===== config.mk =====
export PLATFORM = sky130hd
export DESIGN_NAME = dmem_access_ctrl_flat
export DESIGN_NICKNAME = d
export VERILOG_FILES = /design/src/rtl/dmem_access_ctrl_if.sv /design/src/rtl/dmem_access_ctrl.sv /design/src/flat_wrapper.sv
export SDC_FILE = /design/constraint.sdc
export NUM_CORES = 1
export LEC_CHECK = 0
export ABC_CLOCK_PERIOD_IN_PS = 6000
export BUFFER_PORTS_ARGS = -buffer_cell sky130_fd_sc_hd__buf_2
export CORE_MARGIN = 1.5
export CORE_UTILIZATION = 50
export CTS_BUF_LIST = sky130_fd_sc_hd__clkbuf_16
export CTS_CLUSTER_DIAMETER = 60
export CTS_CLUSTER_SIZE = 28
export DETAILED_ROUTE_END_ITERATION = 6
export PLACE_DENSITY_LB_ADDON = 0.15
export SLEW_MARGIN = 20
export SYNTH_ARGS = -nofsm -noshare
export SYNTH_HDL_FRONTEND = slang
export SYNTH_SLANG_ARGS = --single-unit

===== constraint.sdc =====
create_clock -name clk -period 6 [get_ports clk]
set_input_delay 0.9 -clock clk [delete_from_list [all_inputs] [get_ports clk]]
set_output_delay 0.9 -clock clk [all_outputs]
set_load 0.02 [all_outputs]

===== src/rtl/dmem_access_ctrl_if.sv =====
// rtl/dmem_access_ctrl_if.sv - data-memory bus between the access controller and the memory
interface dmem_access_ctrl_if;
   logic        dm_req;
   logic        dm_we;
   logic [31:0] dm_addr;
   logic [31:0] dm_wdata;
   logic [31:0] dm_rdata;
   logic        dm_ack;

   modport master (
      output dm_req,
      output dm_we,
      output dm_addr,
      output dm_wdata,
      input  dm_rdata,
      input  dm_ack
   );

   modport slave (
      input  dm_req,
      input  dm_we,
      input  dm_addr,
      input  dm_wdata,
      output dm_rdata,
      output dm_ack
   );
endinterface


===== src/rtl/dmem_access_ctrl.sv =====
// rtl/dmem_access_ctrl.sv - EX/MEM data-memory access controller with stall, timeout and misalignment trap
module dmem_access_ctrl #(
   parameter int TIMEOUT = 15
) (
   input  logic                       clk,
   input  logic                       reset,
   input  logic                       mem_dmen,
   input  logic                       mem_memwr,
   input  logic [31:0]                mem_result,
   input  logic [31:0]                mem_rt,
   input  logic [31:0]                mem_pc_i,
   output logic                       pa_idexmemwr,
   dmem_access_ctrl_if.master         dm,
   output logic [31:0]                mem_rdata,
   output logic                       mem_rdata_valid,
   output logic                       bus_err,
   output logic [1:0]                 err_code,
   output logic [31:0]                err_pc,
   input  logic                       err_clr
);

   localparam logic [7:0] TIMEOUT_CNT = 8'(TIMEOUT);
   localparam logic [1:0] ERR_TIMEOUT = 2'b01;
   localparam logic [1:0] ERR_MISALIGN = 2'b10;

   typedef enum logic [1:0] {
      S_IDLE = 2'd0,
      S_REQ  = 2'd1,
      S_ERR  = 2'd2
   } state_e;

   state_e      state_q, state_d;
   logic [7:0]  wait_cnt_q, wait_cnt_d;
   logic        we_q, we_d;
   logic [31:0] addr_q, addr_d;
   logic [31:0] wdata_q, wdata_d;
   logic [31:0] rdata_q, rdata_d;
   logic        rvalid_q, rvalid_d;
   logic        bus_err_q, bus_err_d;
   logic [1:0]  err_code_q, err_code_d;
   logic [31:0] err_pc_q, err_pc_d;
   logic        hold;

   always_ff @(posedge clk or negedge reset) begin
      if (!reset) begin
         state_q    <= S_IDLE;
         wait_cnt_q <= 8'd0;
         we_q       <= 1'b0;
         addr_q     <= 32'd0;
         wdata_q    <= 32'd0;
         rdata_q    <= 32'd0;
         rvalid_q   <= 1'b0;
         bus_err_q  <= 1'b0;
         err_code_q <= 2'b00;
         err_pc_q   <= 32'd0;
      end else begin
         state_q    <= state_d;
         wait_cnt_q <= wait_cnt_d;
         we_q       <= we_d;
         addr_q     <= addr_d;
         wdata_q    <= wdata_d;
         rdata_q    <= rdata_d;
         rvalid_q   <= rvalid_d;
         bus_err_q  <= bus_err_d;
         err_code_q <= err_code_d;
         err_pc_q   <= err_pc_d;
      end
   end

   always_comb begin
      state_d    = state_q;
      wait_cnt_d = wait_cnt_q;
      we_d       = we_q;
      addr_d     = addr_q;
      wdata_d    = wdata_q;
      rdata_d    = rdata_q;
      rvalid_d   = 1'b0;
      bus_err_d  = bus_err_q;
      err_code_d = err_code_q;
      err_pc_d   = err_pc_q;
      hold       = 1'b0;

      case (state_q)
         S_IDLE: begin
            hold = mem_dmen;
            if (mem_dmen) begin
               if (mem_result[1:0] == 2'b00) begin
                  state_d    = S_REQ;
                  wait_cnt_d = 8'd0;
                  addr_d     = mem_result;
                  wdata_d    = mem_rt;
                  we_d       = mem_memwr;
               end else begin
                  state_d    = S_ERR;
                  bus_err_d  = 1'b1;
                  err_code_d = ERR_MISALIGN;
                  err_pc_d   = mem_pc_i;
               end
            end
         end

         S_REQ: begin
            hold = ~dm.dm_ack;
            // An ack in the cycle the count would expire still completes normally.
            if (dm.dm_ack) begin
               state_d = S_IDLE;
               if (!we_q) begin
                  rdata_d  = dm.dm_rdata;
                  rvalid_d = 1'b1;
               end
            end else begin
               wait_cnt_d = wait_cnt_q + 8'd1;
               if (wait_cnt_q + 8'd1 == TIMEOUT_CNT) begin
                  state_d    = S_ERR;
                  bus_err_d  = 1'b1;
                  err_code_d = ERR_TIMEOUT;
                  err_pc_d   = mem_pc_i;
               end
            end
         end

         S_ERR: begin
            // Releasing the hold on err_clr lets the faulting instruction retire without a retry.
            hold = ~err_clr;
            if (err_clr) begin
               state_d    = S_IDLE;
               bus_err_d  = 1'b0;
               err_code_d = 2'b00;
            end
         end

         default: begin
            state_d = S_IDLE;
         end
      endcase
   end

   assign dm.dm_req       = (state_q == S_REQ);
   assign dm.dm_we        = we_q;
   assign dm.dm_addr      = addr_q;
   assign dm.dm_wdata     = wdata_q;
   assign pa_idexmemwr    = hold;
   assign mem_rdata       = rdata_q;
   assign mem_rdata_valid = rvalid_q;
   assign bus_err         = bus_err_q;
   assign err_code        = err_code_q;
   assign err_pc          = err_pc_q;

endmodule


===== src/flat_wrapper.sv =====
// flat-port wrapper written by rule: the top's interface ports become plain ports
module dmem_access_ctrl_flat 
#(
   parameter int TIMEOUT = 15
)
  (clk, reset, mem_dmen, mem_memwr, mem_result, mem_rt, mem_pc_i, pa_idexmemwr, mem_rdata, mem_rdata_valid, bus_err, err_code, err_pc, err_clr, dm_dm_req, dm_dm_we, dm_dm_addr, dm_dm_wdata, dm_dm_rdata, dm_dm_ack);
  dmem_access_ctrl_if dm_i ();
  input  logic clk;
  input  logic reset;
  input  logic mem_dmen;
  input  logic mem_memwr;
  input  logic [31:0] mem_result;
  input  logic [31:0] mem_rt;
  input  logic [31:0] mem_pc_i;
  output logic pa_idexmemwr;
  output logic [31:0] mem_rdata;
  output logic mem_rdata_valid;
  output logic bus_err;
  output logic [1:0] err_code;
  output logic [31:0] err_pc;
  input  logic err_clr;
  output wire logic [$bits(dm_i.dm_req)-1:0] dm_dm_req;
  output wire logic [$bits(dm_i.dm_we)-1:0] dm_dm_we;
  output wire logic [$bits(dm_i.dm_addr)-1:0] dm_dm_addr;
  output wire logic [$bits(dm_i.dm_wdata)-1:0] dm_dm_wdata;
  input wire logic [$bits(dm_i.dm_rdata)-1:0] dm_dm_rdata;
  input wire logic [$bits(dm_i.dm_ack)-1:0] dm_dm_ack;
  assign dm_dm_req = dm_i.dm_req;
  assign dm_dm_we = dm_i.dm_we;
  assign dm_dm_addr = dm_i.dm_addr;
  assign dm_dm_wdata = dm_i.dm_wdata;
  assign dm_i.dm_rdata = dm_dm_rdata;
  assign dm_i.dm_ack = dm_dm_ack;
  dmem_access_ctrl #(.TIMEOUT(TIMEOUT)) u_core (.clk(clk), .reset(reset), .mem_dmen(mem_dmen), .mem_memwr(mem_memwr), .mem_result(mem_result), .mem_rt(mem_rt), .mem_pc_i(mem_pc_i), .pa_idexmemwr(pa_idexmemwr), .dm(dm_i), .mem_rdata(mem_rdata), .mem_rdata_valid(mem_rdata_valid), .bus_err(bus_err), .err_code(err_code), .err_pc(err_pc), .err_clr(err_clr));
endmodule

==> results of run 1 <==
-- flip-flops by register name, indices dropped and copies added, names as in the netlist --
register,flops
u_core.dm.dm_addr,32
u_core.dm.dm_wdata,32
u_core.err_pc,32
u_core.mem_rdata,32
u_core.wait_cnt_q,8
u_core.err_code,2
u_core.state_q,2
u_core.bus_err,1
u_core.dm.dm_we,1
u_core.mem_rdata_valid,1
-- power by group through the flow --
stage	Clock, mW	Combinational, mW	Sequential (mW)
global placement	0	2.04	1.65
CTS	1.01	2.10	1.67
detailed placement	0	2.09	1.67
finish	0.987	2.07	1.66
global route	1.05	2.20	1.72
floorplan	0	0.852	2.21
-- worst min-delay path by stage --
stage                                                 start                                end  slack (ns)
after floorplan            u_core.wait_cnt_q[7]$_DFFE_PN0P_   u_core.wait_cnt_q[7]$_DFFE_PN0P_        0.50
after global placement       u_core.err_code[0]$_DFFE_PN0P_     u_core.err_code[0]$_DFFE_PN0P_        0.48
after detailed placement       u_core.err_pc[5]$_DFFE_PN0P_       u_core.err_pc[5]$_DFFE_PN0P_        0.49
after CTS                  u_core.mem_rdata[25]$_DFFE_PN0P_   u_core.mem_rdata[25]$_DFFE_PN0P_        0.50
after global routing      u_core.dm.dm_wdata[9]$_DFFE_PN0P_  u_core.dm.dm_wdata[9]$_DFFE_PN0P_        0.51
final                      u_core.dm.dm_addr[0]$_DFFE_PN0P_   u_core.dm.dm_addr[0]$_DFFE_PN0P_        0.50
-- cell type report --
type,count,share of cell area [%]
Sequential cell,143,46.2
Inverter,6,0.291
Tap cell,140,2.26
Timing Repair Buffer,271,17.7
Multi-Input combinational cell,198,26.3
Clock inverter,15,1.68
Clock buffer,17,5.50
-- cell usage in the layout (no fill, tap or decap), types with 2 or more instances in the layout --
cell          n
nand2_1      10
clkinv_1      4
bufinv_16     2
or3_1         2
inv_1         8
dfrtp_1     143
nor2b_1       3
clkinv_4      2
clkinv_2      3
mux2_2       97
ha_1          6
nor3_1        3
nand3_1       3
buf_4         3
nand2b_1      5
buf_2       267
clkbuf_16    17
mux2_4       30
mux2i_1       3
clkinvlp_4    2
a21o_1        3
o21ai_0       9
a22o_1        6
-- cells by family (layout without fill, tap and decap cells) --
family	after synthesis	in the layout	share of synthesized area [%]
compound gates	26	26	3.31
buf+inv	21	309	1.78
fa+ha+maj	6	6	1.31
mux	130	130	27.5
simple gates	36	36	3.38
flops	143	143	62.7
-- through the flow --
stage	hold slack [ns]	cells	area (um2)	worst slack [ns]
after detailed placement	0.488	758	7180	3.26
after global placement	0.475	758	7180	3.42
after global routing	0.513	790	7740	2.96
after floorplan	0.505	362	5710	3.63
after CTS	0.504	790	7740	3.07
final	0.499	790	7740	3.09
-- critical path, delay by kind of cell (launching register included) --
family,cells,cell delay [ns]
flip-flops,1,0.40
AND/OR/NAND/NOR,1,0.17
AO/OA/AOI/OAI,1,0.20
adder cells (fa/ha/maj),1,0.52
buffers and inverters,2,0.31
-- metal layers --
| layer | routed length [um] | track usage, % |
|---|---|---|
| met5 | 10 | 0 |
| met1 | 5120 | 24.1 |
| met4 | 256 | 8.81 |
| met2 | 6930 | 38.6 |
| met3 | 1510 | 11.6 |
==> key figures, run 1 <==
Synthesis
  – Yosys cell types: 32
  – Ys flop type: dfrtp_1
  – Post-synth EDFFs: 0
  – Count leader, synth: dfrtp_1
  – Synth top cells by count: 143 x dfrtp_1, 97 x mux2_2, 30 x mux2_4
  – Synth warn: 0
  – Share of the synthesized area in the top cell type: a little over three fifths
  – Synth top area cells: dfrtp_1 63%, mux2_2 19%, mux2_4 7.9%
  – Cells after synthesis: 362
  – Post-synth design cell area: around 5700 um2
  – Synthesized area per cell: approximately 16 um2
  – Yosys top cell by area: dfrtp_1
  – Post-synth ARST share: between 90% and 100%
  – #FFs+latches synth: 143
  – Seq/Total Area, Yosys: a little over three fifths
  – Synthesized Nets: between 500 and 600

Floorplan
  – DIE WIDTH: between 100 and 150 um
  – IO Pins: around 270
  – Chip height: ~110 um
  – Effective utilization at floorplan: around half
  – Site Rows: 38
  – Die area: roughly 12,000 um2
  – Placeable Area: between 10,000 and 15,000 um2

GRT
  – Initial antenna violation count: 1
  – Total grt overflow: 0
  – Number of global-route vias before repair: roughly 4.2k
  – First-pass GRT wire length: about 20 mm
  – Pin count of the biggest net entering global routing: just under 90
  – GRT Total Usage: 22.8%

Power and ir drop
  – Switching pwr: approximately 1.8 mW
  – Peak VDD IR: 0.500 mV
  – Sequential power share: a little over a third
  – Sw Ratio: approximately 38%
  – Overall power: ~4.7 mW
  – Leakage: around 4 nW
  – Clock power frac: a little over a fifth
  – P per Cell Area: 610 nW/um2
  – Combinational share of power: a little over two fifths
  – Cell internal pwr: about 3.0 mW

Placement
  – Post-DP HPWL: just over 10 mm
  – GP Congestion: between 0.7 and 0.8
  – Port bufs: between 200 and 300

Drt
  – Remaining DRCs: 0
  – Detailed-route wire length per cell: approximately 18 um
  – Routed via count: approximately 4k
  – Vias per cell: between 5 and 6
  – Antenna viol nets, final: 0
  – Iter 0 DRT Violations: ~180
  – Total Wirelength: 13.8 mm
  – Pre-antenna DRT Iters: 4

Clock tree
  – H-tree levels: 4
  – CTS tree: built
  – CTS resizes: 0
  – Root Buffer: clkbuf_16
  – Post-CTS Setup Bufs: 0
  – Clock Path Buffers: 2
  – CTS Buf Count: 17
  – Clk_lat worst skew: between 0.4 and 0.5 ns
  – Hold buffers post-CTS: 0
  – Clock input transition at the sequential cells of the worst setup and hold paths: about 0.060 ns
  – Clock sink total: between 100 and 150

Setup path
  – Worst reg-to-reg setup slack: 3.24 ns
  – Setup crit end: pa_idexmemwr
  – Crit end category: output pin
  – Required time of the critical path: 5.10 ns
  – Reg-to-reg endpoint: u_core.err_pc[0]$_DFFE_PN0P_
  – Critical path launch point type: register
  – Worst setup path startpoint: u_core.state_q[1]$_DFFE_PN0P_
  – Worst EP arrival: 2.01 ns
  – CP max stage delay: 0.52 ns
  – Worst-path maximum fanout: 16
  – Reg2reg start: u_core.state_q[1]$_DFFE_PN0P_
  – Reg2Reg Depth: 6
  – Critical-path cell list: inv_1, ha_1, nand2b_1, a31oi_1, buf_2
  – CP Class: register to output pin
  – Slowest CP cell: ha_1

Finish
  – Antenna Cells: 0
  – Sequential cell area: ~3600 um2
  – Area Growth Syn to Fin: 35.6%
  – Final-stage net count: around 780
  – Layout cells sized above 1: 66.0%
  – Fillcell total: 791
  – Final core occ: between 70% and 80%
  – Multi-input logic area: between 2000 and 2500 um2

Run
  – Max_cap viols: 0

Timing
  – Achievable Freq: roughly 340 MHz
  – RSZ-0062 raised after global routing: false
  – Setup TNS Final: 0 ns
  – Min cycle time layout: slightly below 3 ns
  – Pins Over Slew Limit: 0
  – Final setup violation count: 0
  – Clock Skew: ~0.0096 ns
  – Worst-Margin Slew: 1.05 ns
  – Slew HR: 30.3%
  – Period utilization: between 40% and 50%
  – Final Hold Viols: 0

Hold path
  – Tightest Hold Check Type: register to register
  – Hold Crit Depth: 1

Status
  – Status: complete, no violations
Power figures use the tool's default switching activity.
==> run 2: changes to the inputs <==
--- a/config.mk
+++ b/config.mk
@@ -5,10 +5,11 @@
 export SDC_FILE = /design/constraint.sdc
 export NUM_CORES = 1
 export LEC_CHECK = 0
-export ABC_CLOCK_PERIOD_IN_PS = 6000
+export ABC_AREA = 1
+export ABC_CLOCK_PERIOD_IN_PS = 2700
 export BUFFER_PORTS_ARGS = -buffer_cell sky130_fd_sc_hd__buf_2
 export CORE_MARGIN = 1.5
-export CORE_UTILIZATION = 50
+export CORE_UTILIZATION = 47
 export CTS_BUF_LIST = sky130_fd_sc_hd__clkbuf_16
 export CTS_CLUSTER_DIAMETER = 60
 export CTS_CLUSTER_SIZE = 28
==> constraint.sdc (replaced) <==
create_clock -name clk -period 2.7 [get_ports clk]
set_input_delay 0.405 -clock clk [delete_from_list [all_inputs] [get_ports clk]]
set_output_delay 0.405 -clock clk [all_outputs]
set_load 0.02 [all_outputs]
==> key figures, run 2 <==
Status
  – Status: complete, but fails checks (was complete, no violations)
  – Violated checks: negative hold slack

GRT
  – Number of global-route vias before repair: 4,634 (was 4,162)
  – Total grt overflow: 0 (unchanged)
  – Pin count of the biggest net entering global routing: 66 (was 88)
  – First-pass GRT wire length: 22.4 mm (was 20.3 mm)
  – Initial antenna violation count: 0 (was 1)
  – GRT Total Usage: 22.5% (was 22.8%)

Floorplan
  – IO Pins: 269 (unchanged)
  – DIE WIDTH: 114 um (was 110 um)
  – Effective utilization at floorplan: 48.0% (was 52.0%)
  – Site Rows: 40 (was 38)
  – Die area: 13,000 um2 (was 12,100 um2)
  – Chip height: 114 um (was 110 um)
  – Placeable Area: 12,000 um2 (was 11,000 um2)

Power and ir drop
  – P per Cell Area: 1300 nW/um2 (was 610 nW/um2)
  – Overall power: 10.2 mW (was 4.72 mW)
  – Leakage: 4.33 nW (was 4.01 nW)
  – Peak VDD IR: 0.620 mV (was 0.500 mV)

Timing
  – Pins Over Slew Limit: 0 (unchanged)
  – Period utilization: between 80 and 90%
  – Slew HR: 38.7% (was 30.3%)
  – RSZ-0062 raised after global routing: false (unchanged)
  – Hold Slack: -0.0265 ns (was 0.499 ns)
  – Final setup violation count: 0 (unchanged)
  – Final Hold Viols: 11 (was 0)
  – Clock Skew: 0.00693 ns (was 0.00962 ns)
  – Setup TNS Final: 0 ns (unchanged)
  – Worst-Margin Slew: 0.918 ns (was 1.05 ns)
  – Achievable Freq: between 400 and 500 MHz
  – Min cycle time layout: ~2.4 ns

Setup path
  – Worst EP arrival: 2.02 ns (was 2.01 ns)
  – WP buf/inv: 5 (was 2)
  – Worst reg-to-reg setup slack: 0.48 ns (was 3.24 ns)
  – Top delay family on crit path: buffers and inverters (was adder cells)
  – Reg2Reg Depth: 11 (was 6)
  – Critical path launch point type: register (unchanged)
  – CP Class: register to output pin (unchanged)
  – Crit end category: output pin (unchanged)
  – Worst-path maximum fanout: 9 (was 16)
  – Reg2reg start: u_core.wait_cnt_q[0]$_DFFE_PN0P_ (was u_core.state_q[1]$_DFFE_PN0P_)
  – Critical-path cell list: inv_1, ha_1, inv_1, nor2_1, inv_1, a31o_2, inv_1, buf_2 (was inv_1, ha_1, nand2b_1, a31oi_1, buf_2)
  – Reg-to-reg endpoint: u_core.err_pc[15]$_DFFE_PN0P_ (was u_core.err_pc[0]$_DFFE_PN0P_)
  – CP max stage delay: 0.41 ns (was 0.52 ns)
  – Slowest CP cell: dfrtp_1 (was ha_1)
  – Required time of the critical path: 2.30 ns (was 5.10 ns)
  – Most frequent CP cell: inv_1

Finish
  – Final Non-Filler Cells: 966 (was 790)
  – Fillcell total: 979 (was 791)
  – Final-stage net count: 946 (was 777)
  – Most common cell after layout, fill and taps aside: buf_2 (unchanged)
  – Most frequent cells in the layout: 267 x buf_2, 194 x nand2_1, 143 x dfrtp_1 (was 267 x buf_2, 143 x dfrtp_1, 97 x mux2_2)
  – Antenna Cells: 0 (unchanged)
  – Area Growth Syn to Fin: 36.1% (was 35.6%)
  – Layout cells sized above 1: 46.4% (was 66.0%)

Drt
  – Detailed-route wire length per cell: 14.9 um (was 17.5 um)
  – Iter 0 DRT Violations: 360 (was 184)
  – Vias per cell: 4.87 (was 5.09)
  – Routed via count: 4,709 (was 4,025)
  – Antenna viol nets, final: 0 (unchanged)
  – Total Wirelength: 14.4 mm (was 13.8 mm)
  – Pre-antenna DRT Iters: 4 (unchanged)
  – Remaining DRCs: 0 (unchanged)

Clock tree
  – Hold buffers post-CTS: 0 (unchanged)
  – Clock sink total: 143 (unchanged)
  – CTS resizes: 0 (unchanged)
  – Clock input transition at the sequential cells of the worst setup and hold paths: 0.05 ns (was 0.06 ns)
  – CTS Buf Count: 17 (unchanged)
  – Post-CTS Setup Bufs: 0 (unchanged)
  – Clk_lat worst skew: 0.41 ns (was 0.42 ns)
  – Clock Path Buffers: 2 (unchanged)
  – H-tree levels: 4 (unchanged)
  – CTS tree: built (unchanged)
  – Root Buffer: clkbuf_16 (unchanged)

Synthesis
  – Synth top cells by count: 195 x nand2_1, 143 x dfrtp_1, 63 x mux2_2 (was 143 x dfrtp_1, 97 x mux2_2, 30 x mux2_4)
  – Post-synth design cell area: 5770 um2 (was 5710 um2)
  – Synth top area cells: dfrtp_1 62%, nand2_1 13%, mux2_2 12% (was dfrtp_1 63%, mux2_2 19%, mux2_4 7.9%)
  – Ys flop type: dfrtp_1 (unchanged)
  – Post-synth ARST share: 100% (unchanged)
  – Seq/Total Area, Yosys: 62.0% (was 62.7%)
  – Cells after synthesis: 535 (was 362)
  – #FFs+latches synth: 143 (unchanged)
  – Synth warn: 0 (unchanged)
  – Yosys top cell by area: dfrtp_1 (unchanged)
  – Post-synth EDFFs: 0 (unchanged)
  – Share of the synthesized area in the top cell type: 62.0% (was 62.7%)
  – Yosys cell types: 26 (was 32)
  – Count leader, synth: nand2_1 (was dfrtp_1)
  – Synthesized Nets: 675 (was 502)
  – Synthesized area per cell: 10.8 um2 (was 15.8 um2)

Placement
  – Placed insts: 934 (was 758)
  – GP Congestion: 0.867 (was 0.775)
  – Post-DP HPWL: 10.6 mm (was 10.1 mm)
  – Port bufs: 268 (unchanged)

Hold path
  – Tightest Hold Check Type: primary input to asynchronous set/reset pin (was register to register)

Run
  – Max_cap viols: 0 (unchanged)
==> run 2: kinds of logic (layout without fill, tap and decap cells) <==
group	Yosys count	count (layout)	synth area share, %
AO/OA/AOI/OAI	12	12	1.26
adder cells (fa/ha/maj)	6	6	1.30
XOR/XNOR	1	1	0.282
buffers and inverters	45	329	3.75
AND/OR/NAND/NOR	265	265	19.1
flip-flops	143	143	62.0
multiplexers	63	63	12.3
==> run 2: area by class of cell <==
| class | instances | area, um2 | area share, % |
|---|---|---|---|
| Clock buffer | 17 | 425 | 5.42 |
| Clock inverter | 15 | 178 | 2.26 |
| Inverter | 22 | 82.6 | 1.05 |
| Multi-Input combinational cell | 347 | 1980 | 25.2 |
| Sequential cell | 143 | 3580 | 45.6 |
| Tap cell | 147 | 184 | 2.34 |
| Timing Repair Buffer | 275 | 1430 | 18.1 |
==> run 2: metal layers <==
metal  GRT usage [%]  part of all wire, %
met2            38.4                   50
met1            26.0                   40
met4            9.83                  1.9
met3            7.17                  8.5
met5               0                    0
==> run 2: power by group <==
| part | total [mW] | internal [mW] | switching, mW |
|---|---|---|---|
| Sequential | 3.61 | 3.12 | 0.489 |
| Clock | 2.38 | 1.52 | 0.853 |
| Combinational | 4.24 | 1.52 | 2.73 |
| Total | 10.2 | 6.17 | 4.07 |
==> run 2: how the worst max path moves through the flow <==
stage | startpoint | to | slack [ns] | cells after the start
CTS | u_core.state_q[1]$_DFFE_PN0P_ | pa_idexmemwr | 0.26 | 8
floorplan | u_core.state_q[1]$_DFFE_PN0P_ | pa_idexmemwr | 0.76 | 8
detailed placement | u_core.wait_cnt_q[0]$_DFFE_PN0P_ | u_core.err_pc[12]$_DFFE_PN0P_ | 0.50 | 11
finish | u_core.state_q[1]$_DFFE_PN0P_ | pa_idexmemwr | 0.27 | 8
global route | u_core.state_q[1]$_DFFE_PN0P_ | pa_idexmemwr | 0.1 | 8
global placement | u_core.wait_cnt_q[0]$_DFFE_PN0P_ | u_core.err_pc[29]$_DFFE_PN0P_ | 0.56 | 11
==> run 2: worst reg2reg max path, cell delays in order (launching register included) <==
cell and delay, ns:
dfrtp_1 0.42, ha_1 0.24, nand2_1 0.07, inv_1 0.06, nor2_1 0.10, nand3_1 0.08, nor2_1 0.17, nand3_2 0.13
nand2_4 0.31, nand2_4 0.30, nand2_1 0.16, nand2_1 0.06
==> run 2: through the flow <==
step | instance area [um2] | worst slack (ns) | util, %
floorplan | 5770 | 0.763 | -
global placement | 7250 | 0.561 | 60.4
detailed placement | 7250 | 0.503 | 60.4
CTS | 7850 | 0.260 | 65.4
global route | 7850 | 0.0983 | 65.4
finish | 7850 | 0.271 | 65.4
